`config.mk`:
```
export PLATFORM = sky130hd
export DESIGN_NAME = exch_dir_ctrl
export DESIGN_NICKNAME = d
export VERILOG_FILES = /design/src/rtl/exch_dir_ctrl.sv
export SDC_FILE = /design/constraint.sdc
export NUM_CORES = 1
export LEC_CHECK = 0
export CORE_MARGIN = 2
export CORE_UTILIZATION = 40
export CTS_CLUSTER_DIAMETER = 30
export DETAILED_ROUTE_END_ITERATION = 10
export HOLD_SLACK_MARGIN = 0.1
export MAX_ROUTING_LAYER = met4
export PLACE_DENSITY_LB_ADDON = 0.12
export REMOVE_ABC_BUFFERS = 1
export SLEW_MARGIN = 10
export SYNTH_ARGS = -nofsm -noshare
export SYNTH_HDL_FRONTEND = slang
export SYNTH_SLANG_ARGS = --single-unit
```
`constraint.sdc`:
```
create_clock -name clk -period 2.3 [get_ports clk]
set_input_delay 0.46 -clock clk [delete_from_list [all_inputs] [get_ports clk]]
set_output_delay 0.46 -clock clk [all_outputs]
set_load 0.01 [all_outputs]
```
`src/rtl/exch_dir_ctrl.sv`:
```
// Direction arbiter/sequencer for a dual bidirectional exchange (A<->B on oe0, C<->D on oe1).
// Two independent per-channel FSMs grant one direction at a time, with turnaround and bounded hold.
module exch_dir_ctrl #(
    parameter int TURN_CYC = 2,
    parameter int MAX_HOLD = 16,
    parameter int CNT_W    = 5
) (
    input  logic       clk,
    input  logic       rst,
    input  logic [1:0] req_ab,
    input  logic [1:0] req_ba,
    output logic [1:0] gnt_ab,
    output logic [1:0] gnt_ba,
    output logic       oe0,
    output logic       oe1,
    output logic [1:0] turn
);

    typedef enum logic [1:0] {
        ST_IDLE   = 2'd0,
        ST_OWN_AB = 2'd1,
        ST_OWN_BA = 2'd2,
        ST_TURN   = 2'd3
    } state_t;

    localparam logic [CNT_W-1:0] L_TURN_CYC = CNT_W'(TURN_CYC);
    localparam logic [CNT_W-1:0] L_MAX_HOLD = CNT_W'(MAX_HOLD);
    localparam logic             L_HOLD_EN  = (MAX_HOLD != 0);

    logic [1:0] w_oe;

    assign oe0 = w_oe[0];
    assign oe1 = w_oe[1];

    for (genvar n = 0; n < 2; n++) begin : g_ch
        state_t           r_state;
        logic             r_oe;
        logic             r_gnt_ab;
        logic             r_gnt_ba;
        logic             r_turn;
        logic             r_last;   // direction of the last owner: 0 = AB, 1 = BA
        logic             r_dir;    // direction being turned to, or currently owned
        logic [CNT_W-1:0] r_tcnt;
        logic [CNT_W-1:0] r_hcnt;

        logic w_any_req;
        logic w_tgt;
        logic w_own_req;
        logic w_opp_req;

        // Request decode: IDLE target choice and own/opposite request of r_dir
        always_comb begin
            w_any_req = req_ab[n] | req_ba[n];
            w_tgt     = 1'b0;
            w_own_req = 1'b0;
            w_opp_req = 1'b0;
            if (req_ab[n] && req_ba[n]) begin
                w_tgt = ~r_last;
            end else begin
                w_tgt = req_ba[n];
            end
            if (r_dir) begin
                w_own_req = req_ba[n];
                w_opp_req = req_ab[n];
            end else begin
                w_own_req = req_ab[n];
                w_opp_req = req_ba[n];
            end
        end

        // Channel FSM with registered grants, direction and turn status
        always_ff @(posedge clk) begin
            if (rst) begin
                r_state  <= ST_IDLE;
                r_oe     <= 1'b0;
                r_gnt_ab <= 1'b0;
                r_gnt_ba <= 1'b0;
                r_turn   <= 1'b0;
                r_last   <= 1'b1;
                r_dir    <= 1'b0;
                r_tcnt   <= {CNT_W{1'b0}};
                r_hcnt   <= {CNT_W{1'b0}};
            end else begin
                case (r_state)
                    ST_IDLE: begin
                        if (w_any_req && (r_oe == w_tgt)) begin
                            r_state  <= w_tgt ? ST_OWN_BA : ST_OWN_AB;
                            r_dir    <= w_tgt;
                            r_gnt_ab <= ~w_tgt;
                            r_gnt_ba <= w_tgt;
                            r_hcnt   <= CNT_W'(1);
                        end else if (w_any_req) begin
                            r_state <= ST_TURN;
                            r_dir   <= w_tgt;
                            r_oe    <= w_tgt;
                            r_turn  <= 1'b1;
                            r_tcnt  <= L_TURN_CYC;
                        end else begin
                            r_state <= ST_IDLE;
                        end
                    end
                    ST_TURN: begin
                        if (r_tcnt == CNT_W'(1)) begin
                            r_turn <= 1'b0;
                            r_tcnt <= {CNT_W{1'b0}};
                            // A target that dropped its request mid-turn gets no grant
                            if (w_own_req) begin
                                r_state  <= r_dir ? ST_OWN_BA : ST_OWN_AB;
                                r_gnt_ab <= ~r_dir;
                                r_gnt_ba <= r_dir;
                                r_hcnt   <= CNT_W'(1);
                            end else begin
                                r_state <= ST_IDLE;
                            end
                        end else begin
                            r_tcnt <= r_tcnt - CNT_W'(1);
                        end
                    end
                    ST_OWN_AB, ST_OWN_BA: begin
                        if ((!w_own_req && w_opp_req) ||
                            (w_own_req && w_opp_req && L_HOLD_EN && (r_hcnt == L_MAX_HOLD))) begin
                            r_state  <= ST_TURN;
                            r_last   <= r_dir;
                            r_dir    <= ~r_dir;
                            r_oe     <= ~r_dir;
                            r_gnt_ab <= 1'b0;
                            r_gnt_ba <= 1'b0;
                            r_turn   <= 1'b1;
                            r_tcnt   <= L_TURN_CYC;
                            r_hcnt   <= {CNT_W{1'b0}};
                        end else if (!w_own_req) begin
                            r_state  <= ST_IDLE;
                            r_last   <= r_dir;
                            r_gnt_ab <= 1'b0;
                            r_gnt_ba <= 1'b0;
                            r_hcnt   <= {CNT_W{1'b0}};
                        end else if (r_hcnt != {CNT_W{1'b1}}) begin
                            r_hcnt <= r_hcnt + CNT_W'(1);
                        end else begin
                            r_hcnt <= r_hcnt;
                        end
                    end
                    default: begin
                        r_state  <= ST_IDLE;
                        r_gnt_ab <= 1'b0;
                        r_gnt_ba <= 1'b0;
                        r_turn   <= 1'b0;
                    end
                endcase
            end
        end

        assign gnt_ab[n] = r_gnt_ab;
        assign gnt_ba[n] = r_gnt_ba;
        assign turn[n]   = r_turn;
        assign w_oe[n]   = r_oe;
    end

endmodule
```
==> impl_results.md <==
* Die Width at approximately 84 um
* Initial Util at 40.6%
* # hold bufs at CTS at 0
* Period utilisation layout at 92.1%
* Worst setup margin at ~0.18 ns
* Root buf cell: clkbuf_8
* Crit path cell chain: inv_1, ha_1, and4bb_2, a21oi_1, nor2_1, or4_1, a31oi_1
* Worst path slowest cell: or4_1
* Buf/Inv on CP at 1
* First-pass DRT Iterations at 4
* H-Tree Depth at 2
* Initial DRC count at between 100 and 150
* Fmax at around 470 MHz
* Drt wl/cell at approximately 14 um
* Largest net degree at the start of global routing at 20
* TritonCTS clock tree: built
* Hold WC Path Type: reg2reg
* Max Cap Violations at 0
* Initial antenna violation count at 0
* CTS Buf Count at 5
* Yosys warning total at 0
* Vert. Die Dim at 83.6 um
* Vias in the first global route at between 2000 and 2500
* Synth Register Bits at 36
* Post-CTS Resized at 0
* Critical Path RT at 2.52 ns
* Number of fill cells at 647
* RSZ-0062 raised after global routing: false
* Slew @ Worst Pin at slightly below 0.7 ns
* Final nets at roughly 370
* Sequential cell area at just over 700 um^2
* DRC Markers at 0
* Inst Count DP at roughly 420
* Most frequent cells in the layout: 36 x dfxtp_1, 30 x buf_4, 27 x nand2_1
* Delay-heaviest family, CP: simple AND/OR/NAND/NOR gates
* Worst skew pair latency at between 0.2 and 0.3 ns
* Worst Skew at about 0.0094 ns
* Overall power at about 3.7 mW
* Cell Area, Synth at around 0.0025 mm^2
* Status: finished clean
* Post-Layout Cell Count at around 430
* Clk sinks at 36
* Startpoint types: flop
* IO Count at 14
* Post-Syn Instances at around 320
* Slew HR at about 54%
* Core Area at between 0.006 and 0.007 mm^2
* Area of the multi-input gates at 0.00160 mm^2
* Ant diodes at 0
* Total routed wirelength at a little over 6000 um
* Setup bufs post-CTS at 0
* CP arrival at 2.34 ns
* Leakage at ~1.1 nW
* Syn_area_per_cell at ~8 um^2
* Vias/cell at a little under 6
* Final hold vios at 0
* RePlAce Congestion at 0.824
* Post-synthesis sequential area ratio at 28.4%
* Final setup viols at 0
* Global Route Usage Sum at 18.4%
* Post-synth EDFFs at 0
* Yosys cell types at 53
* Post-route ant nets at 0
* Pre-CTS WS at -0.0681 ns
* Setup crit end kind: flop
* FFs w/ async S/R, synth at 0%
* Overflow left after global routing at 0
* CP max FO at 5
* Tmin final at approximately 2.1 ns
* Maximum VDD drop at between 600 and 700 uV
* Fin. max-slew vios at 0
* Detailed-route via count at around 2500
* Clock transition at path regs at around 0.08 ns
* P&R area growth vs syn at 16.6%
* Critical Path Max Stage Delay at ~0.50 ns
* Commonest non-fill, non-tap cell in the layout: dfxtp_1
* First-pass GRT wire length at 10500 um
* Worst Setup Path Type: reg2reg
* Main flop type after synthesis: dfxtp_1
* Power Dens Cells at between 1000 and 1500 mW/mm^2
* Clock buffer depth at 2
* Dpl hpwl at around 4500 um
* Layout cells sized above 1 at 13.8%
* Num rows at 29
* Port Buffers at 13
* Die area at approximately 0.007 mm^2
layer usage:
layer / vias to the layer above / track usage (%) / part of all wire [%]
li1: 1252 / - / -
met1: 1160 / 24.3 / 49
met2: 47 / 28.8 / 47
met3: 6 / 3.07 / 3.0
met4: 0 / 5.72 / 1.1
met5: - / - / 0
worst reg2reg max path: cells and delay by family (launching register included):
kind | cells | cell delay [ns]
flip-flops | 1 | 0.42
buffers and inverters | 1 | 0.07
adder cells (fa/ha/maj) | 1 | 0.22
AO/OA/AOI/OAI | 2 | 0.47
AND/OR/NAND/NOR | 3 | 0.86
registers in the layout, indices dropped and copies added, names as in the netlist:
signal,cells
g_ch.r_dir,2
g_ch.r_last,2
g_ch.r_hcnt,10
oe1,1
g_ch.r_tcnt,10
oe0,1
g_ch.r_gnt_ba,2
g_ch.r_state,4
g_ch.r_turn,2
g_ch.r_gnt_ab,2
cell families (layout without fill, tap and decap cells):
group,count (synthesis),in the layout,share of synthesized area [%]
muxes,5,5,2.02
AOI/OAI and AO/OA,102,102,29.3
DFF,36,36,28.4
adders and majority gates,14,14,6.91
buffers and inverters,50,75,8.44
and+or+nand+nor,117,117,25.0
power by group:
part	total, mW	switching [mW]	leakage, nW	internal, mW
Combinational	2.27	1.20	0.772	1.08
Clock	0.484	0.240	0.0445	0.244
Sequential	0.983	0.184	0.295	0.799
Total	3.74	1.62	1.11	2.12
area by class of cell:
cell class | instances | area share [%]
clock buffer | 7 | 2.92
inverter | 24 | 3.05
tap | 77 | 3.26
timing repair buffer | 43 | 12.0
clock inverter | 1 | 0.254
sequential | 36 | 24.4
multi-input combinational | 238 | 54.1
worst paths after layout:
kind,to,cells after the start,slack [ns],from
max,g_ch[0].r_hcnt[3]$_SDFFE_PP0P_,7,0.18,g_ch[0].r_hcnt[0]$_SDFFE_PP0P_
min,g_ch[0].r_turn$_SDFFE_PP0P_,1,0.50,g_ch[0].r_turn$_SDFFE_PP0P_
max reg2reg,g_ch[0].r_hcnt[3]$_SDFFE_PP0P_,7,0.18,g_ch[0].r_hcnt[0]$_SDFFE_PP0P_
min reg2reg,g_ch[0].r_turn$_SDFFE_PP0P_,1,0.50,g_ch[0].r_turn$_SDFFE_PP0P_
metrics by stage:
| stage | hold WS (ns) | utilization (%) | cell area (um^2) | TNS [ns] |
|---|---|---|---|---|
| floorplan | 0.465 | - | 2410 | -0.494 |
| global route | 0.523 | 47.4 | 2960 | 0 |
| finish | 0.496 | 47.4 | 2960 | 0 |
| detailed placement | 0.486 | 45.9 | 2860 | -0.611 |
| CTS | 0.503 | 47.4 | 2960 | 0 |
| global placement | 0.485 | 45.9 | 2860 | -0.280 |
synthesized netlist by cell type, types with 4 or more instances:
cell	n	share of area (%)
dfxtp_1	36	28
nand2_1	27	4.0
inv_1	24	3.6
a21oi_1	20	3.9
nor2_1	17	2.5
clkbuf_1	16	2.4
nand3_1	16	3.2
ha_1	14	6.9
o21ai_0	14	2.8
nand2b_1	12	3.0
a31oi_1	8	2.0
a311oi_1	7	2.4
nor3_1	7	1.4
a21boi_0	6	1.8
buf_4	6	1.8
nand3b_1	6	1.8
o32ai_1	6	2.1
a211oi_1	5	1.5
a32o_1	5	2.0
nand4_1	5	1.2
mux2i_1	4	1.6
nor3b_1	4	1.2
o31ai_1	4	1.2
or2_2	4	0.99
No activity file was read; power rests on OpenSTA's default activity.
